`config.mk`:
```
export PLATFORM = sky130hd
export DESIGN_NAME = vram_write_sequencer_flat
export DESIGN_NICKNAME = d
export VERILOG_FILES = /design/src/rtl/vram_write_sequencer_if.sv /design/src/rtl/vram_write_sequencer.sv /design/src/flat_wrapper.sv
export SDC_FILE = /design/constraint.sdc
export NUM_CORES = 1
export LEC_CHECK = 0
export ABC_AREA = 1
export CORE_ASPECT_RATIO = 1.4
export CORE_UTILIZATION = 58
export CTS_CLUSTER_SIZE = 24
export DETAILED_ROUTE_END_ITERATION = 10
export GPL_ROUTABILITY_DRIVEN = 0
export PLACE_DENSITY_LB_ADDON = 0.05
export SYNTH_ARGS = -nofsm -noshare
export SYNTH_HDL_FRONTEND = slang
export SYNTH_SLANG_ARGS = --single-unit
```
`constraint.sdc`:
```
create_clock -name clk -period 2.7 [get_ports clk]
set_clock_uncertainty 0.15 [all_clocks]
set_input_delay 0.54 -clock clk [delete_from_list [all_inputs] [get_ports clk]]
set_output_delay 0.54 -clock clk [all_outputs]
set_load 0.005 [all_outputs]
```
`src/rtl/vram_write_sequencer_if.sv`:
```
// Write-command handshake between the CPU bus-cycle decoder (master)
// and the VRAM write sequencer (slave).
interface vram_write_sequencer_if;
    logic        req_valid;
    logic [2:0]  req_port;
    logic [23:0] req_data;
    logic        req_ready;

    modport master (
        output req_valid,
        output req_port,
        output req_data,
        input  req_ready
    );

    modport slave (
        input  req_valid,
        input  req_port,
        input  req_data,
        output req_ready
    );
endinterface

```
`src/rtl/vram_write_sequencer.sv`:
```
// Buffers decoded I/O write commands and replays them as timed write cycles
// on an asynchronous 16-bit VRAM, with an auto-incrementing word pointer.
module vram_write_sequencer #(
    parameter int DEPTH     = 4,
    parameter int WE_CYCLES = 2
) (
    input  logic                  clk,
    input  logic                  rst,
    vram_write_sequencer_if.slave req,
    output logic                  busy,
    output logic                  VRAM_CSb,
    output logic                  VRAM_WEb,
    output logic                  VRAM_OEb,
    output logic                  VRAM_UBb,
    output logic                  VRAM_LBb,
    output logic [17:0]           VRAM_addr,
    output logic [15:0]           VRAM_dat_o,
    output logic                  VRAM_dat_oe
);

    localparam int AW = $clog2(DEPTH);
    localparam int CW = (WE_CYCLES > 1) ? $clog2(WE_CYCLES) : 1;

    localparam logic [2:0] PORT_SETPTR = 3'd3;
    localparam logic [2:0] PORT_WRITE  = 3'd5;
    localparam logic [2:0] PORT_FILL   = 3'd6;

    typedef enum logic [1:0] {
        IDLE,
        SETUP,
        STROBE,
        HOLD
    } state_t;

    // Active-high {upper, lower} select to active-low {UBb, LBb}; 2'b00 means both lanes.
    function automatic logic [1:0] lane_enables_n(input logic [1:0] sel);
        logic [1:0] en_n;
        if (sel == 2'b00) begin
            en_n = 2'b00;
        end else begin
            en_n = ~sel;
        end
        return en_n;
    endfunction

    logic [26:0]   fifo_mem [DEPTH];
    logic [AW:0]   wr_ptr;
    logic [AW:0]   rd_ptr;
    logic          fifo_full;
    logic          fifo_empty;
    logic          push;
    logic          pop;
    logic [26:0]   head;
    logic [2:0]    head_port;
    logic [23:0]   head_data;
    logic [1:0]    head_lanes_n;
    logic          unused_head_hi;

    state_t        state;
    logic [CW-1:0] we_cnt;
    logic [7:0]    fill_rem;
    logic [17:0]   pointer;
    logic [15:0]   fill_val;

    // FIFO status is derived from registered pointers only, so a pop in the
    // same cycle never frees a slot for a push into a full FIFO.
    assign fifo_empty = (wr_ptr == rd_ptr);
    assign fifo_full  = (wr_ptr[AW] != rd_ptr[AW]) &&
                        (wr_ptr[AW-1:0] == rd_ptr[AW-1:0]);

    assign push = req.req_valid && !fifo_full;
    assign pop  = (state == IDLE) && !fifo_empty;

    assign req.req_ready = !fifo_full;
    assign busy          = !fifo_empty || (state != IDLE);
    assign VRAM_OEb      = 1'b1;

    assign head           = fifo_mem[rd_ptr[AW-1:0]];
    assign head_port      = head[26:24];
    assign head_data      = head[23:0];
    assign head_lanes_n   = lane_enables_n(head_data[17:16]);
    assign unused_head_hi = ^head_data[23:18];

    always_ff @(posedge clk) begin
        if (push) begin
            fifo_mem[wr_ptr[AW-1:0]] <= {req.req_port, req.req_data};
        end
    end

    always_ff @(posedge clk) begin
        if (rst) begin
            wr_ptr <= '0;
            rd_ptr <= '0;
        end else begin
            if (push) begin
                wr_ptr <= wr_ptr + (AW+1)'(1);
            end
            if (pop) begin
                rd_ptr <= rd_ptr + (AW+1)'(1);
            end
        end
    end

    // Write-cycle FSM: IDLE pops, SETUP -> STROBE x WE_CYCLES -> HOLD per word.
    always_ff @(posedge clk) begin
        if (rst) begin
            state       <= IDLE;
            we_cnt      <= '0;
            fill_rem    <= '0;
            pointer     <= '0;
            fill_val    <= '0;
            VRAM_CSb    <= 1'b1;
            VRAM_WEb    <= 1'b1;
            VRAM_UBb    <= 1'b1;
            VRAM_LBb    <= 1'b1;
            VRAM_addr   <= '0;
            VRAM_dat_o  <= '0;
            VRAM_dat_oe <= 1'b0;
        end else begin
            case (state)
                IDLE: begin
                    if (!fifo_empty) begin
                        case (head_port)
                            PORT_SETPTR: begin
                                pointer <= head_data[17:0];
                            end
                            PORT_WRITE: begin
                                fill_val    <= head_data[15:0];
                                fill_rem    <= '0;
                                VRAM_addr   <= pointer;
                                VRAM_dat_o  <= head_data[15:0];
                                VRAM_UBb    <= head_lanes_n[1];
                                VRAM_LBb    <= head_lanes_n[0];
                                VRAM_CSb    <= 1'b0;
                                VRAM_WEb    <= 1'b1;
                                VRAM_dat_oe <= 1'b1;
                                state       <= SETUP;
                            end
                            PORT_FILL: begin
                                fill_rem    <= head_data[7:0];
                                VRAM_addr   <= pointer;
                                VRAM_dat_o  <= fill_val;
                                VRAM_UBb    <= 1'b0;
                                VRAM_LBb    <= 1'b0;
                                VRAM_CSb    <= 1'b0;
                                VRAM_WEb    <= 1'b1;
                                VRAM_dat_oe <= 1'b1;
                                state       <= SETUP;
                            end
                            default: begin
                            end
                        endcase
                    end
                end
                SETUP: begin
                    VRAM_WEb <= 1'b0;
                    we_cnt   <= CW'(WE_CYCLES - 1);
                    state    <= STROBE;
                end
                STROBE: begin
                    if (we_cnt == '0) begin
                        VRAM_WEb <= 1'b1;
                        state    <= HOLD;
                    end else begin
                        we_cnt <= we_cnt - CW'(1);
                    end
                end
                HOLD: begin
                    pointer <= pointer + 18'd1;
                    if (fill_rem != '0) begin
                        fill_rem  <= fill_rem - 8'd1;
                        VRAM_addr <= pointer + 18'd1;
                        state     <= SETUP;
                    end else begin
                        VRAM_CSb    <= 1'b1;
                        VRAM_UBb    <= 1'b1;
                        VRAM_LBb    <= 1'b1;
                        VRAM_dat_oe <= 1'b0;
                        state       <= IDLE;
                    end
                end
                default: begin
                    state <= IDLE;
                end
            endcase
        end
    end

endmodule

```
`src/flat_wrapper.sv`:
```
// flat-port wrapper written by rule: the top's interface ports become plain ports
module vram_write_sequencer_flat 
#(
    parameter int DEPTH     = 4,
    parameter int WE_CYCLES = 2
)
  (clk, rst, busy, VRAM_CSb, VRAM_WEb, VRAM_OEb, VRAM_UBb, VRAM_LBb, VRAM_addr, VRAM_dat_o, VRAM_dat_oe, req_req_valid, req_req_port, req_req_data, req_req_ready);
  vram_write_sequencer_if req_i ();
  input  logic clk;
  input  logic rst;
  output logic busy;
  output logic VRAM_CSb;
  output logic VRAM_WEb;
  output logic VRAM_OEb;
  output logic VRAM_UBb;
  output logic VRAM_LBb;
  output logic [17:0] VRAM_addr;
  output logic [15:0] VRAM_dat_o;
  output logic VRAM_dat_oe;
  input wire logic [$bits(req_i.req_valid)-1:0] req_req_valid;
  input wire logic [$bits(req_i.req_port)-1:0] req_req_port;
  input wire logic [$bits(req_i.req_data)-1:0] req_req_data;
  output wire logic [$bits(req_i.req_ready)-1:0] req_req_ready;
  assign req_i.req_valid = req_req_valid;
  assign req_i.req_port = req_req_port;
  assign req_i.req_data = req_req_data;
  assign req_req_ready = req_i.req_ready;
  vram_write_sequencer #(.DEPTH(DEPTH), .WE_CYCLES(WE_CYCLES)) u_core (.clk(clk), .rst(rst), .req(req_i), .busy(busy), .VRAM_CSb(VRAM_CSb), .VRAM_WEb(VRAM_WEb), .VRAM_OEb(VRAM_OEb), .VRAM_UBb(VRAM_UBb), .VRAM_LBb(VRAM_LBb), .VRAM_addr(VRAM_addr), .VRAM_dat_o(VRAM_dat_o), .VRAM_dat_oe(VRAM_dat_oe));
endmodule
```
# Word-level counts from Yosys, hierarchy flattened
# Memories as Yosys holds them, arrays and structs flattened. A register that Yosys moved wholly into a read port is not among the register bits.
# Index checks and enable logic that the tools add are counted.
word_totals:
  register_bits: 90
  mem_bits_ro: 0
  mem_bits_rw: 108
  latchBits: 0
  memories: 1
classes:
  muxes: 40
  n_addsub: 5
  n_shift: 0
  bitwise_logic: 2
  multipliers: 0
  n_lt_le_gt_ge: 0
  n_reduce_logical: 24
  n_eq_ne: 16
  n_div: 0
memory_table:
  columns: ["name", "words", "word_bits", "read_ports", "rd_ports_with_merged_regs", "write_ports", "line", "text"]
  rows:
  - ["u_core.fifo_mem", 4, 27, 1, 1, 1, "vram_write_sequencer.sv:46", "logic [26:0] fifo_mem [DEPTH];"]
op_table:
  columns: ["operator", "count"]
  rows:
  - ["$mux 18", 5]
  - ["$pmux 18 s2", 2]
  - ["$pmux 16 s2", 1]
  - ["$pmux 8 s2", 2]
  - ["$reduce_and 4->1", 5]
  - ["$add 18x1->18 const B", 1]
  - ["$mux 8", 2]
  - ["$pmux 1 s2", 7]
  - ["$mux 1", 13]
  - ["$mux 2", 6]
  - ["$reduce_and 3->1", 4]
  - ["$ne 2x2->1 const B", 5]
  - ["$pmux 2 s4", 1]
  - ["$reduce_bool 2->1", 4]
  - ["$reduce_bool 8->1", 1]
  - ["$sub 8x1->8 const B", 1]
  - ["$add 3x1->3 const B", 2]
  - ["$eq 3x3->1 const B", 2]
  - ["$eq 2x2->1 const B", 2]
  - ["$logic_not 2->1", 2]
  - ["$eq 3x2->1 const B", 1]
  - ["$eq 3x3->1", 1]
  - ["$logic_and 1x1->1", 3]
  - ["$ne 3x3->1 const B", 1]
  - ["12 further kinds", 13]

# Depth between registers and ports, before layout
depth:
  ltp_word: 6
  depth_mapped: 12
  ltp_nobuf: 11

# Worst setup path after synthesis
# Ideal clock, no wire load.
synth_timing:
  path_type: "reg-to-reg"
  startpoint: "register u_core.rd_ptr[2]"
  endpoint: "memory u_core.fifo_mem[3][0], enable pin"
  setup_slack_ns: 0.348
  path_stages_with_launch: 5
  n_path_buf: 0
  setup_time_ns: 0.401
  arrival_ns: 1.801
  cell_sequence: "dfxtp_1 xnor2_1 nand3b_1 nand2_1 nor2_1"
synth_between:
  elab_chain_cells: 6
synth_lines:
  columns: ["item", "line", "text"]
  rows:
  - ["start, declared", "vram_write_sequencer.sv:48", "logic [AW:0] rd_ptr;"]
  - ["start signal, assigned", "vram_write_sequencer.sv:99", "rd_ptr <= rd_ptr + (AW+1)'(1);"]
  - ["$ne 1x1->1", "vram_write_sequencer.sv:68", "assign fifo_full = (wr_ptr[AW] != rd_ptr[AW]) &&"]
  - ["$logic_and 1x1->1", "vram_write_sequencer.sv:68", null]
  - ["$logic_not 1->1", null, null]
  - ["net req_req_ready", "flat_wrapper.sv:23", "output wire logic [$bits(req_i.req_ready)-1:0] req_req_ready;"]
  - ["$logic_and 1x1->1", "vram_write_sequencer.sv:71", "assign push = req.req_valid && !fifo_full;"]
  - ["$mux 1", "vram_write_sequencer.sv:85", "if (push) begin"]
  - ["$mux 1 (not written as such)", "vram_write_sequencer.sv:86", "fifo_mem[wr_ptr[AW-1:0]] <= {req.req_port, req.req_data};"]
  - ["end, declared", "vram_write_sequencer.sv:46", null]
# The timed path passes the listed nets, and every way through them passes these cells.

# Worst setup path in the final report
layout_timing:
  startpoint: "register u_core.state[0]"
  endpoint: "output busy"
layout_between:
  elab_chain_cells: 2
layout_lines:
  columns: ["item", "line", "text"]
  rows:
  - ["start, declared", "vram_write_sequencer.sv:59", "state_t state;"]
  - ["start signal, assigned", "vram_write_sequencer.sv:107", "state <= IDLE;"]
  - ["start signal, assigned", "vram_write_sequencer.sv:137", "state <= SETUP;"]
  - ["start signal, assigned", "vram_write_sequencer.sv:148", "state <= SETUP;"]
  - ["$reduce_bool 2->1", "vram_write_sequencer.sv:75", "assign busy = !fifo_empty || (state != IDLE);"]
  - ["$logic_or 1x1->1", "vram_write_sequencer.sv:75", null]
  - ["end, declared", "flat_wrapper.sv:11", "output logic busy;"]
# No other way between the ends.

==> impl_metrics.py <==
metrics = {
    "job": {
        "cap_violations": 0,
    },
    "sta": {
        "slew_headroom_pct": 53.6,
        "slew_viol_final": 0,
        "worst_pin_slew_ps": 697,
        "setup_viol": 0,
        "post-route-period-util_pct": 96.7,
        "fin_tns_setup_ps": 0,
        "layout_min_cycle_time_ps": 2610,
        "worst_hold_slack_ps": 311,
        "rsz0062_at_grt": "false",
        "timing.fmax_mhz": 383,
        "hold_violations": 0,
    },
    "synthesis": {
        "synth_cells": 1001,
        "ys_warn_count": 0,
        "netlist_area_um2": 8060,
        "synth_seq_cells": 176,
        "synthDistinctLibCells": 34,
        "yosysSeqAreaShare_pct": 54.1,
        "synthesis.nets": 1042,
        "syn_avg_cell_area_um2": 8.05,
    },
    "critical_path": {
        "slowest_delay_ps": 520,
        "r2r_cells": 12,
        "worstSetupStartpointType": "flop",
        "cp_max_fo": 6,
        "cpMaxStageDelayCell": "clkdlybuf4s50_1",
        "path_cells": "inv_1 > ha_2 > nand4_1 > clkdlybuf4s50_1",
        "critical_path_required_ps": 2010,
        "worstSetupEndpointType": "primary output",
        "path_class": "flop to primary output",
        "cp.arrival_ps": 1920,
    },
    "finish": {
        "antenna_cells": 0,
        "area_delta_synth_final_pct": 18.0,
        "drive_gt1_share_pct": 6.72,
        "multi_input_area_um2": 3150,
        "fillerInstances": 1101,
        "ff_latch_area_um2": 4360,
        "num-nets-final": 1099,
    },
    "routing": {
        "drc_errors": 0,
        "vias": 6526,
        "wirelength_um": 17200,
        "dr.pass1.iters": 5,
        "drt-wirelength-per-cell_um": 13.7,
        "vias_per_cell": 5.21,
        "drt_iter0_markers": 324,
        "ant_nets": 0,
    },
    "run_status": {
        "status": "completed",
    },
    "pwr": {
        "leakage_uw": 0.00391,
        "powerDensity_nw_per_um2": 1170,
        "vdd_ir_drop_max_mv": 0.683,
    },
    "clock_tree": {
        "clock_latency_ps": 430,
        "holdBufCountCts": 0,
        "cts_sinks": 176,
        "cts_root_buf": "clkbuf_16",
        "htreeDepth": 4,
        "numCtsBuffers": 17,
        "cts_tree": "done",
        "ctsLongestPathBuffers": 2,
        "path_clk_slew_ps": 70,
    },
    "floorplanning": {
        "die-area_um2": 14400,
        "dieHeight_um": 142,
        "die_w_um": 102,
        "core_um2": 13500,
        "ioPinCount": 72,
        "initial_core_util_pct": 59.9,
        "rows": 50,
    },
    "placed_design": {
        "place.port_buffers": 64,
        "dp_hpwl_um": 11600,
    },
    "grt": {
        "grt.total_usage_pct": 25.6,
        "grt-ovfl-total": 0,
        "first_global_vias": 6015,
        "antenna_found_initial": 0,
        "grt_start_max_net_pins": 81,
        "grt_pass1_wl_um": 28100,
    },
    "min_path": {
        "whs_path_depth": 2,
        "holdCritPathClass": "flop to flop",
    },
}
[report_power, final]
| group | internal (uW) | switching (uW) |
|---|---|---|
| clock network | 1350 | 1180 |
| logic | 1860 | 3000 |
| registers | 3390 | 375 |
| total | 6600 | 4550 |
[layout by cell type (no fill, tap or decap), types with 21 or more instances in the layout]
| cell type | Yosys | final |
|---|---|---|
| nand2_1 | 236 | 236 |
| a21oi_1 | 38 | 38 |
| clkdlybuf4s50_1 | 0 | 64 |
| inv_1 | 83 | 82 |
| dfxtp_1 | 92 | 92 |
| o21ai_0 | 101 | 101 |
| nor2_1 | 179 | 177 |
| nand3_1 | 55 | 55 |
| buf_4 | 5 | 21 |
| edfxtp_1 | 84 | 84 |
[routing by layer]
| layer | GRT usage (%) | routed length (um) | up-vias |
|---|---|---|---|
| li1 | - | - | 3375 |
| met1 | 29.5 | 7090 | 2958 |
| met2 | 45.9 | 8940 | 163 |
| met3 | 4.29 | 723 | 30 |
| met4 | 10.9 | 412 | 0 |
| met5 | 0 | 0 | - |
[registers in the layout, summed over array words and instances, names as in the netlist, named ones only]
register and count:
u_core.VRAM_CSb 1, u_core.VRAM_LBb 1, u_core.VRAM_UBb 1, u_core.VRAM_WEb 1, u_core.VRAM_addr 18, u_core.VRAM_dat_o 16
u_core.VRAM_dat_oe 1, u_core.fifo_mem 84, u_core.fill_rem 8, u_core.fill_val 16, u_core.pointer 18, u_core.rd_ptr 3
u_core.state 2, u_core.we_cnt 1, u_core.wr_ptr 3
[cell families after synthesis]
family          synth area share [%]
fa+ha+maj                       1.71
other cells                   0.0465
compound gates                  10.4
flops                           54.1
simple gates                    25.8
buf+inv                         6.94
xor+xnor                       0.978
[worst paths after layout]
check | startpoint | end | slack, ps
setup / recovery | u_core.state[0] | busy | 90
hold / removal | u_core.VRAM_CSb | u_core.VRAM_CSb | 310
setup reg to reg | u_core.fill_rem[0] | u_core.fill_rem[1] | 350
hold reg to reg | u_core.VRAM_CSb | u_core.VRAM_CSb | 310
[what timing repair did]
action                                  4_1_cts  5_1_grt
endpoints found under the setup margin        0        1
buffers inserted                              0        0
hold endpoints to repair                      0        0
gates resized for setup                       0        1
[cell type report]
class                           instances  area share [%]
Timing Repair Buffer                   86            8.60
Inverter                               88            3.47
Sequential cell                       176            45.9
Clock inverter                         15            2.14
Multi-Input combinational cell        689            33.1
Tap cell                              182            2.39
Clock buffer                           17            4.47
[through the flow]
step	utilization [%]	power, uW	instance area, um2	instances	worst slack (ps)
after floorplan	-	7080	8060	1001	348
after global placement	66.1	8550	8880	1221	425
after detailed placement	66.1	8640	8880	1221	394
after CTS	70.7	11200	9510	1253	57.4
after global routing	70.8	12000	9520	1253	38.5
final	70.8	11100	9520	1253	88.1
[critical path: cells and delay by family (launching register included)]
kind,cells,cell delay (ps)
flops,1,340
simple gates,1,230
buf+inv,2,660
fa+ha+maj,1,270
[cell usage after synthesis]
library cell / number / area, um2
or2_2: 1 / 6.26
inv_1: 83 / 312
xnor2_1: 4 / 35.0
inv_2: 5 / 18.8
nor2_1: 179 / 672
o22a_1: 1 / 8.76
nor3_1: 6 / 30.0
edfxtp_1: 84 / 2520
o21ai_1: 8 / 40.0
xor2_1: 5 / 43.8
nand2_2: 2 / 12.5
a211oi_1: 1 / 7.51
o22ai_1: 9 / 56.3
a32o_1: 1 / 10.0
clkbuf_1: 16 / 60.1
a21boi_0: 1 / 7.51
buf_2: 24 / 120
nand3_2: 3 / 30.0
conb_1: 1 / 3.75
o21ai_2: 1 / 8.76
nand3_1: 55 / 275
a21oi_1: 38 / 190
buf_4: 5 / 37.5
nand3b_1: 3 / 22.5
nor2_2: 1 / 6.26
buf_1: 3 / 11.3
nand4_1: 13 / 81.3
o21a_1: 1 / 7.51
nand3_4: 1 / 17.5
dfxtp_1: 92 / 1840
o21ai_0: 101 / 505
ha_1: 11 / 138
nand2_1: 236 / 886
and2_1: 6 / 37.5
Power figures use the tool's default switching activity.
